==> src/rtl/rr_arbiter_8_if.sv <==
// Request/grant bundle between the requesters and the round-robin arbiter.
// The master side drives enable and requests; the slave (the arbiter) returns
// the registered grant, its encoded index, and the GS/EO-style status flags.
interface rr_arbiter_8_if;
  logic       en;
  logic [7:0] req;
  logic [7:0] gnt;
  logic [2:0] gnt_idx;
  logic       gnt_vld;
  logic       idle;

  modport master (
    output en,
    output req,
    input  gnt,
    input  gnt_idx,
    input  gnt_vld,
    input  idle
  );

  modport slave (
    input  en,
    input  req,
    output gnt,
    output gnt_idx,
    output gnt_vld,
    output idle
  );
endinterface

==> src/rtl/rr_arbiter_8.sv <==
// Eight-way round-robin arbiter with a bounded hold time and a global enable.
// Grants are registered and one-hot; gnt_idx is the encoded winner and holds
// its last value while nothing is granted. On every release the priority
// pointer moves to the slot after the outgoing owner, and a new winner is
// picked in the same cycle so back-to-back grants have no gap.
module rr_arbiter_8 #(
  parameter int MAX_HOLD = 4
) (
  input  logic          clk,
  input  logic          rst_n,
  rr_arbiter_8_if.slave bus
);

  typedef enum logic {
    ST_IDLE  = 1'b0,
    ST_GRANT = 1'b1
  } state_t;

  // Last hold_cnt value a grant may reach before it is forced to release.
  localparam logic [7:0] HOLD_LAST = 8'(MAX_HOLD - 1);

  state_t     state_q, state_d;
  logic [2:0] ptr_q, ptr_d;
  logic [7:0] hold_cnt_q, hold_cnt_d;
  logic [7:0] gnt_q, gnt_d;
  logic [2:0] gnt_idx_q, gnt_idx_d;
  logic       gnt_vld_q, gnt_vld_d;

  logic       any_req;
  logic       release_c;
  logic [2:0] next_ptr;
  logic [2:0] winner;

  // First set request scanning upward from p with wrap-around.
  function automatic logic [2:0] arb(input logic [7:0] r, input logic [2:0] p);
    logic [2:0] w;
    logic [2:0] i;
    logic       found;
    w     = p;
    found = 1'b0;
    for (int k = 0; k < 8; k++) begin
      i = p + 3'(k);
      if (!found && r[i]) begin
        w     = i;
        found = 1'b1;
      end
    end
    return w;
  endfunction

  assign any_req  = |bus.req;
  assign next_ptr = gnt_idx_q + 3'd1;

  // Release conditions for the current owner, and the winner of the next
  // arbitration (starting after the owner on release, at ptr from idle).
  always_comb begin
    release_c = 1'b0;
    winner    = arb(bus.req, ptr_q);
    if (state_q == ST_GRANT) begin
      release_c = !bus.en || !bus.req[gnt_idx_q] || (hold_cnt_q == HOLD_LAST);
      winner    = arb(bus.req, next_ptr);
    end
  end

  // Next-state: grant, hold, hand over, or drop back to idle.
  always_comb begin
    state_d    = state_q;
    ptr_d      = ptr_q;
    hold_cnt_d = hold_cnt_q;
    gnt_d      = gnt_q;
    gnt_idx_d  = gnt_idx_q;
    gnt_vld_d  = gnt_vld_q;
    unique case (state_q)
      ST_IDLE: begin
        if (bus.en && any_req) begin
          state_d    = ST_GRANT;
          gnt_d      = 8'b1 << winner;
          gnt_idx_d  = winner;
          gnt_vld_d  = 1'b1;
          hold_cnt_d = 8'd0;
        end else begin
          gnt_d     = 8'd0;
          gnt_vld_d = 1'b0;
        end
      end
      ST_GRANT: begin
        if (release_c) begin
          ptr_d = next_ptr;
          if (bus.en && any_req) begin
            gnt_d      = 8'b1 << winner;
            gnt_idx_d  = winner;
            gnt_vld_d  = 1'b1;
            hold_cnt_d = 8'd0;
          end else begin
            state_d   = ST_IDLE;
            gnt_d     = 8'd0;
            gnt_vld_d = 1'b0;
          end
        end else begin
          hold_cnt_d = hold_cnt_q + 8'd1;
        end
      end
      default: begin
        state_d   = ST_IDLE;
        gnt_d     = 8'd0;
        gnt_vld_d = 1'b0;
      end
    endcase
  end

  // State and registered outputs; reset clears everything, even mid-grant.
  always_ff @(posedge clk) begin
    if (!rst_n) begin
      state_q    <= ST_IDLE;
      ptr_q      <= 3'd0;
      hold_cnt_q <= 8'd0;
      gnt_q      <= 8'd0;
      gnt_idx_q  <= 3'd0;
      gnt_vld_q  <= 1'b0;
    end else begin
      state_q    <= state_d;
      ptr_q      <= ptr_d;
      hold_cnt_q <= hold_cnt_d;
      gnt_q      <= gnt_d;
      gnt_idx_q  <= gnt_idx_d;
      gnt_vld_q  <= gnt_vld_d;
    end
  end

  assign bus.gnt     = gnt_q;
  assign bus.gnt_idx = gnt_idx_q;
  assign bus.gnt_vld = gnt_vld_q;
  assign bus.idle    = bus.en & ~any_req & ~gnt_vld_q;

endmodule

==> src/flat_wrapper.sv <==
// flat-port wrapper written by rule: the top's interface ports become plain ports
module rr_arbiter_8_flat 
#(
  parameter int MAX_HOLD = 4
)
  (clk, rst_n, bus_en, bus_req, bus_gnt, bus_gnt_idx, bus_gnt_vld, bus_idle);
  rr_arbiter_8_if bus_i ();
  input  logic clk;
  input  logic rst_n;
  input wire logic [$bits(bus_i.en)-1:0] bus_en;
  input wire logic [$bits(bus_i.req)-1:0] bus_req;
  output wire logic [$bits(bus_i.gnt)-1:0] bus_gnt;
  output wire logic [$bits(bus_i.gnt_idx)-1:0] bus_gnt_idx;
  output wire logic [$bits(bus_i.gnt_vld)-1:0] bus_gnt_vld;
  output wire logic [$bits(bus_i.idle)-1:0] bus_idle;
  assign bus_i.en = bus_en;
  assign bus_i.req = bus_req;
  assign bus_gnt = bus_i.gnt;
  assign bus_gnt_idx = bus_i.gnt_idx;
  assign bus_gnt_vld = bus_i.gnt_vld;
  assign bus_idle = bus_i.idle;
  rr_arbiter_8 #(.MAX_HOLD(MAX_HOLD)) u_core (.clk(clk), .rst_n(rst_n), .bus(bus_i));
endmodule
==> config.mk <==
export PLATFORM = sky130hd
export DESIGN_NAME = rr_arbiter_8_flat
export DESIGN_NICKNAME = d
export VERILOG_FILES = /design/src/rtl/rr_arbiter_8_if.sv /design/src/rtl/rr_arbiter_8.sv /design/src/flat_wrapper.sv
export SDC_FILE = /design/constraint.sdc
export NUM_CORES = 1
export LEC_CHECK = 0
export CORE_ASPECT_RATIO = 1.25
export CORE_MARGIN = 5
export CORE_UTILIZATION = 40
export DETAILED_ROUTE_END_ITERATION = 6
export GPL_TIMING_DRIVEN = 0
export PLACE_DENSITY = 0.59
export SKIP_LAST_GASP = 1
export SYNTH_ARGS = -nofsm -noshare
export SYNTH_HDL_FRONTEND = slang
export SYNTH_SLANG_ARGS = --single-unit
==> constraint.sdc <==
create_clock -name clk -period 4.46 [get_ports clk]
set_clock_uncertainty 0.1 [all_clocks]
set_input_delay 1.115 -clock clk [delete_from_list [all_inputs] [get_ports clk]]
set_output_delay 1.115 -clock clk [all_outputs]
set_load 0.05 [all_outputs]
==> results.json, run 1 <==
{
  "crit_arrival_ns": 4.38,
  "setup_ws_ns": 0.145,
  "status": "completed",
  "layout.nets": 453,
  "grt_max_degree": 15,
  "postSynthAreaPerCell_um2": 8.75,
  "cpPeakStageDelay_ns": 0.68,
  "ys_ff_latch": 24,
  "period_minus_slack_ns": 4.31,
  "min_path_type": "flip-flop to flip-flop",
  "first_pass_iters": 5,
  "worstPathMaxFanout": 10,
  "ys_seq_area_frac": 0.135,
  "initial_utilization": 0.410,
  "gp_congestion": 0.862,
  "async_reset_ff_frac": 0,
  "core_area_mm2": 0.00870,
  "drive_gt1_frac": 0.193,
  "grt_pass1_vias": 3377,
  "grt_pass1_wl_mm": 16.8,
  "max_cap_violations": 0,
  "cts.sinks": 24,
  "vias_per_cell": 6.15,
  "startpoint_type": "input port",
  "yosys_warnings": 0,
  "cellPowerDensity_mw_per_mm2": 294,
  "die_x_um": 94.5,
  "drt-total-wl_mm": 10.2,
  "relSlewSlack": 0.427,
  "avgRoutedWirePerCell_um": 18.4,
  "rsz0062_at_grt": "no",
  "port_buffers": 23,
  "vdd_ir_drop_max_v": 0.000355,
  "path_class": "input port to flip-flop",
  "fin_crit_sh": 0.967,
  "drtAntennaViolNets": 0,
  "crit_chain": "clkdlybuf4s50_1, clkbuf_1, mux4_1, mux2_2, a2111oi_4, a221oi_2, o22ai_2, mux2i_1, or3_4, a32o_1",
  "leakage_nw": 1.44,
  "cts.path.max_buffers": 2,
  "pre_cts_slack_ns": -0.493,
  "vias": 3422,
  "critPathCaptureType": "flip-flop",
  "syn_area_mm2": 0.00357,
  "antenna_found_initial": 0,
  "hpwl_mm": 7.62,
  "critPathRequiredTime_ns": 4.53,
  "grtUsageTotal": 0.191,
  "numCtsBuffers": 3,
  "cts_hold_buf": 0,
  "worstMarginPinSlew_ns": 0.853,
  "dr.first_iter.drc_count": 306,
  "synth_edf_count": 0,
  "ios": 24,
  "netlist-cell-type-count": 73,
  "maxSlewViolCount": 0,
  "setup_viol": 0,
  "drc": 0,
  "synthFlopType": "dfxtp_1",
  "place_area_mm2": 0.00395,
  "cts_tree": "built",
  "clk_pin_slew_ns": 0.09,
  "synthCells": 408,
  "area_delta_synth_final_pct": 13.9,
  "die_area_mm2": 0.0109,
  "clk_latency_ns": 0.27,
  "cts-htree-levels": 1,
  "overflow": 0,
  "clock-root-buffer": "clkbuf_8",
  "diodes": 0,
  "finalInstanceArea_mm2": 0.00407,
  "crit_slowest_cell": "mux4_1",
  "synth_fp_nets": 424,
  "fp-row-count": 38,
  "die_h_um": 116,
  "max_freq_ghz": 0.232,
  "finalHoldViolations": 0
}
==> cells in the final DEF (no fill, tap or decap), drive strengths merged, types with 3 or more instances in the layout <==
cell type and count:
nor2b 15, or2 3, nor3b 3, dfxtp 24, or3 4, o22ai 3
a211oi 4, nand2 39, nand2b 6, nand3 10, o31ai 5, a32o 5
nor4 3, a221oi 6, o21ai 11, o311ai 6, mux2i 22, a31oi 4
a21oi 20, o211ai 5, clkbuf 33, mux4 30, buf 12, nor2 51
nand4 4, and2 4, mux2 10, xnor2 5, clkdlybuf4s50 22, nor3 10
inv 9, ha 5, nand3b 5
==> Yosys cell counts, types with 3 or more instances <==
| cell | number | area share |
|---|---|---|
| nand2b_1 | 6 | 0.011 |
| nor2_1 | 51 | 0.054 |
| or2_2 | 3 | 0.0053 |
| nor3_1 | 10 | 0.014 |
| a221oi_1 | 5 | 0.012 |
| clkbuf_8 | 8 | 0.031 |
| xnor2_1 | 5 | 0.012 |
| nand4_1 | 4 | 0.0070 |
| a21oi_1 | 20 | 0.028 |
| a211oi_1 | 4 | 0.0084 |
| inv_1 | 9 | 0.0095 |
| clkbuf_1 | 19 | 0.020 |
| mux4_1 | 12 | 0.088 |
| buf_2 | 4 | 0.0056 |
| nand3b_1 | 5 | 0.011 |
| nand2_1 | 39 | 0.041 |
| ha_1 | 5 | 0.018 |
| mux2_2 | 10 | 0.032 |
| dfxtp_1 | 24 | 0.13 |
| o31ai_1 | 5 | 0.011 |
| mux2i_1 | 22 | 0.062 |
| o21ai_0 | 11 | 0.015 |
| a31oi_1 | 4 | 0.0070 |
| nor3b_1 | 3 | 0.0063 |
| nand3_1 | 10 | 0.014 |
| o211ai_1 | 5 | 0.011 |
| a32o_1 | 5 | 0.014 |
| mux4_2 | 18 | 0.11 |
| or3_1 | 3 | 0.0053 |
| buf_6 | 3 | 0.0095 |
| and2_1 | 3 | 0.0053 |
| o311ai_0 | 4 | 0.0098 |
| nor2b_1 | 15 | 0.026 |
==> power by group <==
group	internal, mW	switching [mW]	leakage [nW]	total (mW)
clock	0.120	0.0696	0.0357	0.190
sequential	0.227	0.0111	0.195	0.238
combinational	0.337	0.430	1.21	0.767
total	0.684	0.510	1.44	1.19
==> registers in the layout (all words and copies together) (netlist names) <==
register,count
u_core.bus.gnt_vld,1
u_core.hold_cnt_q,8
u_core.ptr_q,3
u_core.state_q,1
u_core.bus.gnt_idx,3
u_core.bus.gnt,8
==> what timing repair did <==
item	CTS	global route
pin swaps	0	1
endpoints found under the hold margin	0	0
setup buffers	0	1
setup endpoints to repair	9	11
gates cloned	0	0
gates resized for setup	5	20
==> kinds of logic (layout without fill, tap and decap cells) <==
family	count (synthesis)	after routing	synth area share
AOI/OAI and AO/OA	92	92	0.192
DFF	24	24	0.135
muxes	62	62	0.295
and+or+nand+nor	164	164	0.228
buffers and inverters	52	80	0.101
xor gates and xnor gates	9	9	0.0312
adders and majority gates	5	5	0.0175
==> per-stage QoR <==
step                      hold WS, ns  instances  TNS (ns)  utilization  power (mW)
after floorplan                 0.379        408         0            -       0.823
after global placement          0.343        551     -3.01        0.454       0.983
after detailed placement        0.346        551     -3.48        0.454       0.987
after CTS                       0.367        555   -0.0816        0.463        1.18
after global routing            0.396        556         0        0.467        1.27
final                           0.363        556         0        0.467        1.19
==> area by class of cell <==
class                           count  area (um2)
Fill cell                         870        4630
Multi-Input combinational cell    332        2760
Sequential cell                    24         480
Buffer                             42         332
Timing Repair Buffer               24         233
Tap cell                          120         150
Clock buffer                        3        41.3
Inverter                           10        37.5
Clock inverter                      1        30.0
==> worst max-delay path: cells and delay by family <==
family / cells / cell delay, ns
AO/OA/AOI/OAI: 4 / 0.93
buffers and inverters: 2 / 0.78
multiplexers: 3 / 1.19
AND/OR/NAND/NOR: 1 / 0.37
==> routing by layer <==
metal / vias to the layer above / wire [um] / global-route usage
met3: 23 / 547 / 0.0208
met2: 147 / 5220 / 0.345
li1: 1610 / - / -
met5: - / 0 / 0
met1: 1642 / 4210 / 0.242
met4: 0 / 243 / 0.0491
==> final timing paths <==
kind,from,endpoint,cells after the start,slack [ns]
setup / recovery,bus_req[5],u_core.bus.gnt[3],10,0.15
setup reg to reg,u_core.bus.gnt_idx[0],u_core.bus.gnt[3],13,0.31
hold / removal,u_core.bus.gnt[6],u_core.bus.gnt[6],2,0.36
hold reg to reg,u_core.bus.gnt[6],u_core.bus.gnt[6],2,0.36
Power figures use the tool's default switching activity.
==> inputs of run 2 (changes only) <==
- CELL_PAD_IN_SITES_DETAIL_PLACEMENT: default -> 1
- CELL_PAD_IN_SITES_GLOBAL_PLACEMENT: default -> 2
- CORE_MARGIN: 5 -> default
- CORE_UTILIZATION: 40 -> 38
- CTS_CLUSTER_SIZE: default -> 20
- PLACE_DENSITY: 0.59 -> 0.83
==> run 2 against run 1 <==
Compared with the run above: global-route usage rose by 4.7 points; sequential share of layout area fell by 0.18 points; first-iteration DRC count fell by 51%; non-clock buffer count did not move; count of clock-buffer cells in the layout did not move; clock power rose by 33%; worst hold slack improved by 0.0079 ns; fmax fell by 1.7%; power rose by 7.2%; critical path depth fell by 3; sequential cell count did not move.
==> results.json, run 2 (synthesized netlist as in run 1, its figures left out) <==
{
  "port_buffers": 23,
  "fin_crit_sh": 0.984,
  "grt_pass1_vias": 3429,
  "relSlewSlack": 0.432,
  "vias_per_cell": 6.06,
  "final_common_cell": "nor2_1",
  "drt-total-wl_mm": 11.2,
  "p_sw_mw": 0.533,
  "dr.first_iter.drc_count": 149,
  "period_minus_slack_ns": 4.39,
  "critPathRequiredTime_ns": 3.24,
  "ios": 24,
  "grtUsageTotal": 0.238,
  "core_area_mm2": 0.00913,
  "cts.path.max_buffers": 2,
  "worstPathMaxFanout": 10,
  "cts-htree-levels": 1,
  "max_freq_ghz": 0.228,
  "crit_buf_inv": 4,
  "die_area_mm2": 0.00979,
  "critPathCaptureType": "output pin",
  "die_h_um": 110,
  "grt_max_degree": 15,
  "combPwrFrac": 0.616,
  "first_pass_iters": 4,
  "cpLargestDelayFamily": "buffers and inverters",
  "worstMarginPinSlew_ns": 0.846,
  "finalInstanceArea_mm2": 0.00413,
  "place_inst": 554,
  "area_delta_synth_final_pct": 15.7,
  "gp_congestion": 0.832,
  "numCtsBuffers": 3,
  "nFillCells": 1094,
  "drc": 0,
  "leakage_nw": 1.46,
  "rsz0062_at_grt": "no",
  "cts.sinks": 24,
  "cpPeakStageDelay_ns": 0.47,
  "p_int_mw": 0.748,
  "antenna_found_initial": 0,
  "path_class": "input port to output pin",
  "fin_cells": 559,
  "vias": 3386,
  "cellPowerDensity_mw_per_mm2": 310,
  "clock_power_share": 0.197,
  "diodes": 0,
  "final_cell_mix": "nor2_1, nand2_1, dfxtp_1, clkdlybuf4s50_1, a21oi_1",
  "clk_latency_ns": 0.26,
  "initial_utilization": 0.391,
  "regToRegSetupSlack_ns": 0.29,
  "multi_input_area_mm2": 0.00279,
  "max_cap_violations": 0,
  "die_x_um": 88.7,
  "overflow": 0,
  "layout.nets": 453,
  "hpwl_mm": 8.57,
  "cts_tree": "built",
  "place_area_mm2": 0.00395,
  "fp-row-count": 39,
  "crit_slowest_cell": "clkdlybuf4s50_1",
  "min_path_type": "flip-flop to flip-flop",
  "swShare": 0.416,
  "crit_chain": "clkdlybuf4s50_1, clkbuf_1, buf_4, nor2_1, nand4_1, nor3b_1, buf_2",
  "drive_gt1_frac": 0.206,
  "status": "completed",
  "grt_pass1_wl_mm": 17.7,
  "avgRoutedWirePerCell_um": 19.9,
  "vdd_ir_drop_max_v": 0.000269,
  "setup_viol": 0,
  "regArea_um2": 480,
  "finalHoldViolations": 0,
  "clk_pin_slew_ns": 0.06,
  "clock-root-buffer": "clkbuf_16",
  "crit_arrival_ns": 3.17,
  "startpoint_type": "input port",
  "maxSlewViolCount": 0,
  "drtAntennaViolNets": 0,
  "sequentialPowerShare": 0.187
}
==> run 2: changes by cell type in the layout (fill, tap and decap cells not counted), sizes merged <==
cell,delta
buf,+3
clkbuf,-3
==> run 2: repair_timing <==
action                     4_1_cts  5_1_grt
hold buffers                     0        0
setup buffers                    1        0
pin swaps                        1        1
resized for setup                9       26
setup endpoints to repair       10       12
==> run 2: final cells by class <==
| class | count | area share |
|---|---|---|
| clock inverters | 1 | 0.00727 |
| well taps | 123 | 0.0373 |
| repair buffers | 24 | 0.0563 |
| clock buffers | 3 | 0.0182 |
| inverters | 10 | 0.00909 |
| flip-flops and latches | 24 | 0.116 |
| plain buffers | 42 | 0.0806 |
| multi-input cells | 332 | 0.675 |
==> run 2: power by group through the flow <==
stage / combinational, mW / sequential, mW / clock, mW
2_1_floorplan: 0.549 / 0.274 / 0
4_1_cts: 0.769 / 0.239 / 0.263
3_3_place_gp: 0.748 / 0.243 / 0
3_5_place_dp: 0.760 / 0.244 / 0
6_report: 0.789 / 0.239 / 0.252
5_1_grt: 0.855 / 0.240 / 0.267
==> run 2: path summary, 6_finish.rpt <==
| path | cells past startpoint | to | from |
|---|---|---|---|
| min reg2reg | 2 | u_core.bus.gnt[7] | u_core.bus.gnt[7] |
| max | 7 | bus_idle | bus_req[6] |
| min | 2 | u_core.bus.gnt[7] | u_core.bus.gnt[7] |
| max reg2reg | 13 | u_core.bus.gnt[0] | u_core.bus.gnt_idx[0] |
==> run 2: layer usage <==
layer	vias to the layer above	share of wire	global-route usage	wire (um)
met5	-	0	0	0
met1	1703	0.44	0.294	4890
met4	0	0.017	0.0484	192
met3	16	0.020	0.0223	222
li1	1607	-	-	-
met2	60	0.52	0.445	5840
==> run 2: worst reg2reg max path: stages (launching register included) <==
cell	delay [ns]
dfxtp_1	0.39
buf_8	0.17
clkinv_1	0.33
ha_1	0.43
clkbuf_8	0.16
mux4_1	0.61
mux2i_2	0.34
and3_1	0.21
clkbuf_1	0.24
a221oi_2	0.11
o311ai_1	0.10
xnor2_1	0.21
mux2_2	0.37
a32o_1	0.27
==> run 2: through the flow <==
step                      setup TNS (ns)  hold slack (ns)   util  total power [mW]  setup slack (ns)
after floorplan                        0            0.379      -             0.823             0.385
after global placement             -3.54            0.345  0.433             0.992            -0.462
after detailed placement           -4.48            0.355  0.433              1.00            -0.528
after CTS                              0            0.370  0.447              1.27           0.00437
after global routing                   0            0.392  0.453              1.36            0.0119
final                                  0            0.371  0.453              1.28            0.0721
==> inputs of run 3 (changes only) <==
--- a/constraint.sdc
+++ b/constraint.sdc
@@ -4,2 +4,2 @@
 set_output_delay 1.115 -clock clk [all_outputs]
-set_load 0.05 [all_outputs]
+set_load 0.01 [all_outputs]
==> run 3 against run 2 <==
Compared with the run above: first-iteration DRC count rose by 64%; register-to-register slack about the same; sequential cell count did not move; worst setup slack worse by 0.047 ns; power is 2.5% lower; die area stayed put; non-clock buffer count stayed put; critical endpoint unchanged.
==> results.json, run 3 (synthesized netlist as in run 1, its figures left out) <==
{
  "status": "completed",
  "hpwl_mm": 8.57,
  "clk_latency_ns": 0.26,
  "cts-htree-levels": 1,
  "crit_arrival_ns": 3.22,
  "p_sw_mw": 0.502,
  "cts_tree": "built",
  "period_minus_slack_ns": 4.44,
  "cellPowerDensity_mw_per_mm2": 301,
  "fin_cells": 559,
  "diodes": 0,
  "dr.first_iter.drc_count": 245,
  "first_pass_iters": 4,
  "place_area_mm2": 0.00395,
  "setup_viol": 0,
  "maxSlewViolCount": 0,
  "drt-total-wl_mm": 11.2,
  "cpPeakStageDelay_ns": 0.56,
  "clock-root-buffer": "clkbuf_16",
  "critPathRequiredTime_ns": 3.24,
  "worstPathMaxFanout": 10,
  "grtUsageTotal": 0.239,
  "die_x_um": 88.7,
  "numCtsBuffers": 3,
  "relSlewSlack": 0.432,
  "vdd_ir_drop_max_v": 0.000268,
  "die_h_um": 110,
  "met1_length_mm": 4.77,
  "dr_wl_met3_um": 330,
  "setup_ws_ns": 0.0247,
  "max_freq_ghz": 0.225,
  "tns_ns": 0,
  "fin_crit_sh": 0.994,
  "postLayoutCoreUtil": 0.455,
  "path_class": "input port to output pin",
  "crit_slowest_cell": "clkdlybuf4s50_1",
  "sequentialPowerShare": 0.191,
  "critPathCaptureType": "output pin",
  "grt_max_degree": 15,
  "drive_gt1_frac": 0.211,
  "grt_pass1_vias": 3434,
  "gp_congestion": 0.832,
  "cpMostUsedCell": "clkdlybuf4s50_1",
  "grt_pass1_wl_mm": 17.8,
  "drtAntennaViolNets": 0,
  "finalInstanceArea_mm2": 0.00415,
  "combPwrFrac": 0.606,
  "startpoint_type": "input port",
  "place_inst": 554,
  "overflow": 0,
  "max_cap_violations": 0,
  "vias": 3368,
  "hold_slack_ns": 0.371,
  "core_area_mm2": 0.00913,
  "port_buffers": 23,
  "nFillCells": 1096,
  "worstMarginPinSlew_ns": 0.846,
  "layout.nets": 453,
  "wl_met2_mm": 6.01,
  "finalHoldViolations": 0,
  "clk_pin_slew_ns": 0.06,
  "area_delta_synth_final_pct": 16.2,
  "drc": 0,
  "cts.sinks": 24,
  "vias_per_cell": 6.03,
  "fp-row-count": 39,
  "leakage_nw": 1.47,
  "avgRoutedWirePerCell_um": 20.1,
  "pre_cts_slack_ns": -0.475,
  "power.total_mw": 1.25,
  "final_common_cell": "nor2_1",
  "cts.path.max_buffers": 2,
  "initial_utilization": 0.391,
  "cpLargestDelayFamily": "buffers and inverters",
  "top_layer_used": "met4",
  "min_path_type": "flip-flop to flip-flop",
  "die_area_mm2": 0.00979,
  "clock_power_share": 0.203,
  "p_int_mw": 0.746,
  "swShare": 0.402,
  "antenna_found_initial": 0,
  "crit_chain": "clkdlybuf4s50_1, buf_6, clkbuf_4, nor2_2, nand4_1, buf_4, nor3b_2, clkdlybuf4s50_1",
  "cts_hold_buf": 0,
  "crit_buf_inv": 5,
  "ios": 24,
  "final_cell_mix": "nor2_1, nand2_1, dfxtp_1, clkdlybuf4s50_1, a21oi_1"
}
==> run 3: layout make-up <==
type / instances / area, um2 / share of cell area
Multi-Input combinational cell: 332 / 2790 / 0.671
Tap cell: 123 / 154 / 0.0371
Inverter: 10 / 37.5 / 0.00905
Timing Repair Buffer: 24 / 236 / 0.0570
Sequential cell: 24 / 480 / 0.116
Clock inverter: 1 / 30.0 / 0.00724
Clock buffer: 3 / 75.1 / 0.0181
Buffer: 42 / 349 / 0.0842
==> run 3: layer usage <==
| metal | global-route usage | up-vias |
|---|---|---|
| met5 | 0 | - |
| met4 | 0.0472 | 0 |
| met3 | 0.0223 | 15 |
| met2 | 0.450 | 78 |
| met1 | 0.293 | 1672 |
| li1 | - | 1603 |
==> run 3: power by group through the flow <==
| stage | registers [mW] | clock network, mW | logic (mW) |
|---|---|---|---|
| after detailed placement | 0.244 | 0 | 0.731 |
| after global routing | 0.241 | 0.267 | 0.822 |
| after floorplan | 0.245 | 0 | 0.549 |
| after global placement | 0.243 | 0 | 0.719 |
| final | 0.239 | 0.253 | 0.756 |
| after CTS | 0.240 | 0.263 | 0.740 |
==> run 3: final timing paths <==
check | start | endpoint | slack, ns | cells after the start
setup / recovery | bus_req[1] | bus_idle | 0.02 | 8
hold / removal | u_core.bus.gnt[7] | u_core.bus.gnt[7] | 0.37 | 2
setup reg to reg | u_core.bus.gnt_idx[0] | u_core.bus.gnt[3] | 0.30 | 13
hold reg to reg | u_core.bus.gnt[7] | u_core.bus.gnt[7] | 0.37 | 2
==> run 3: timing repair <==
action	CTS	global route
setup buffers	0	1
setup endpoints to repair	10	12
resized for setup	17	17
pin swaps	2	3
==> run 3: worst min-delay path: cells and delay by family, from the launching register on <==
kind	cells	cell delay, ns
simple gates	1	0.05
compound gates	1	0.06
flops	1	0.33
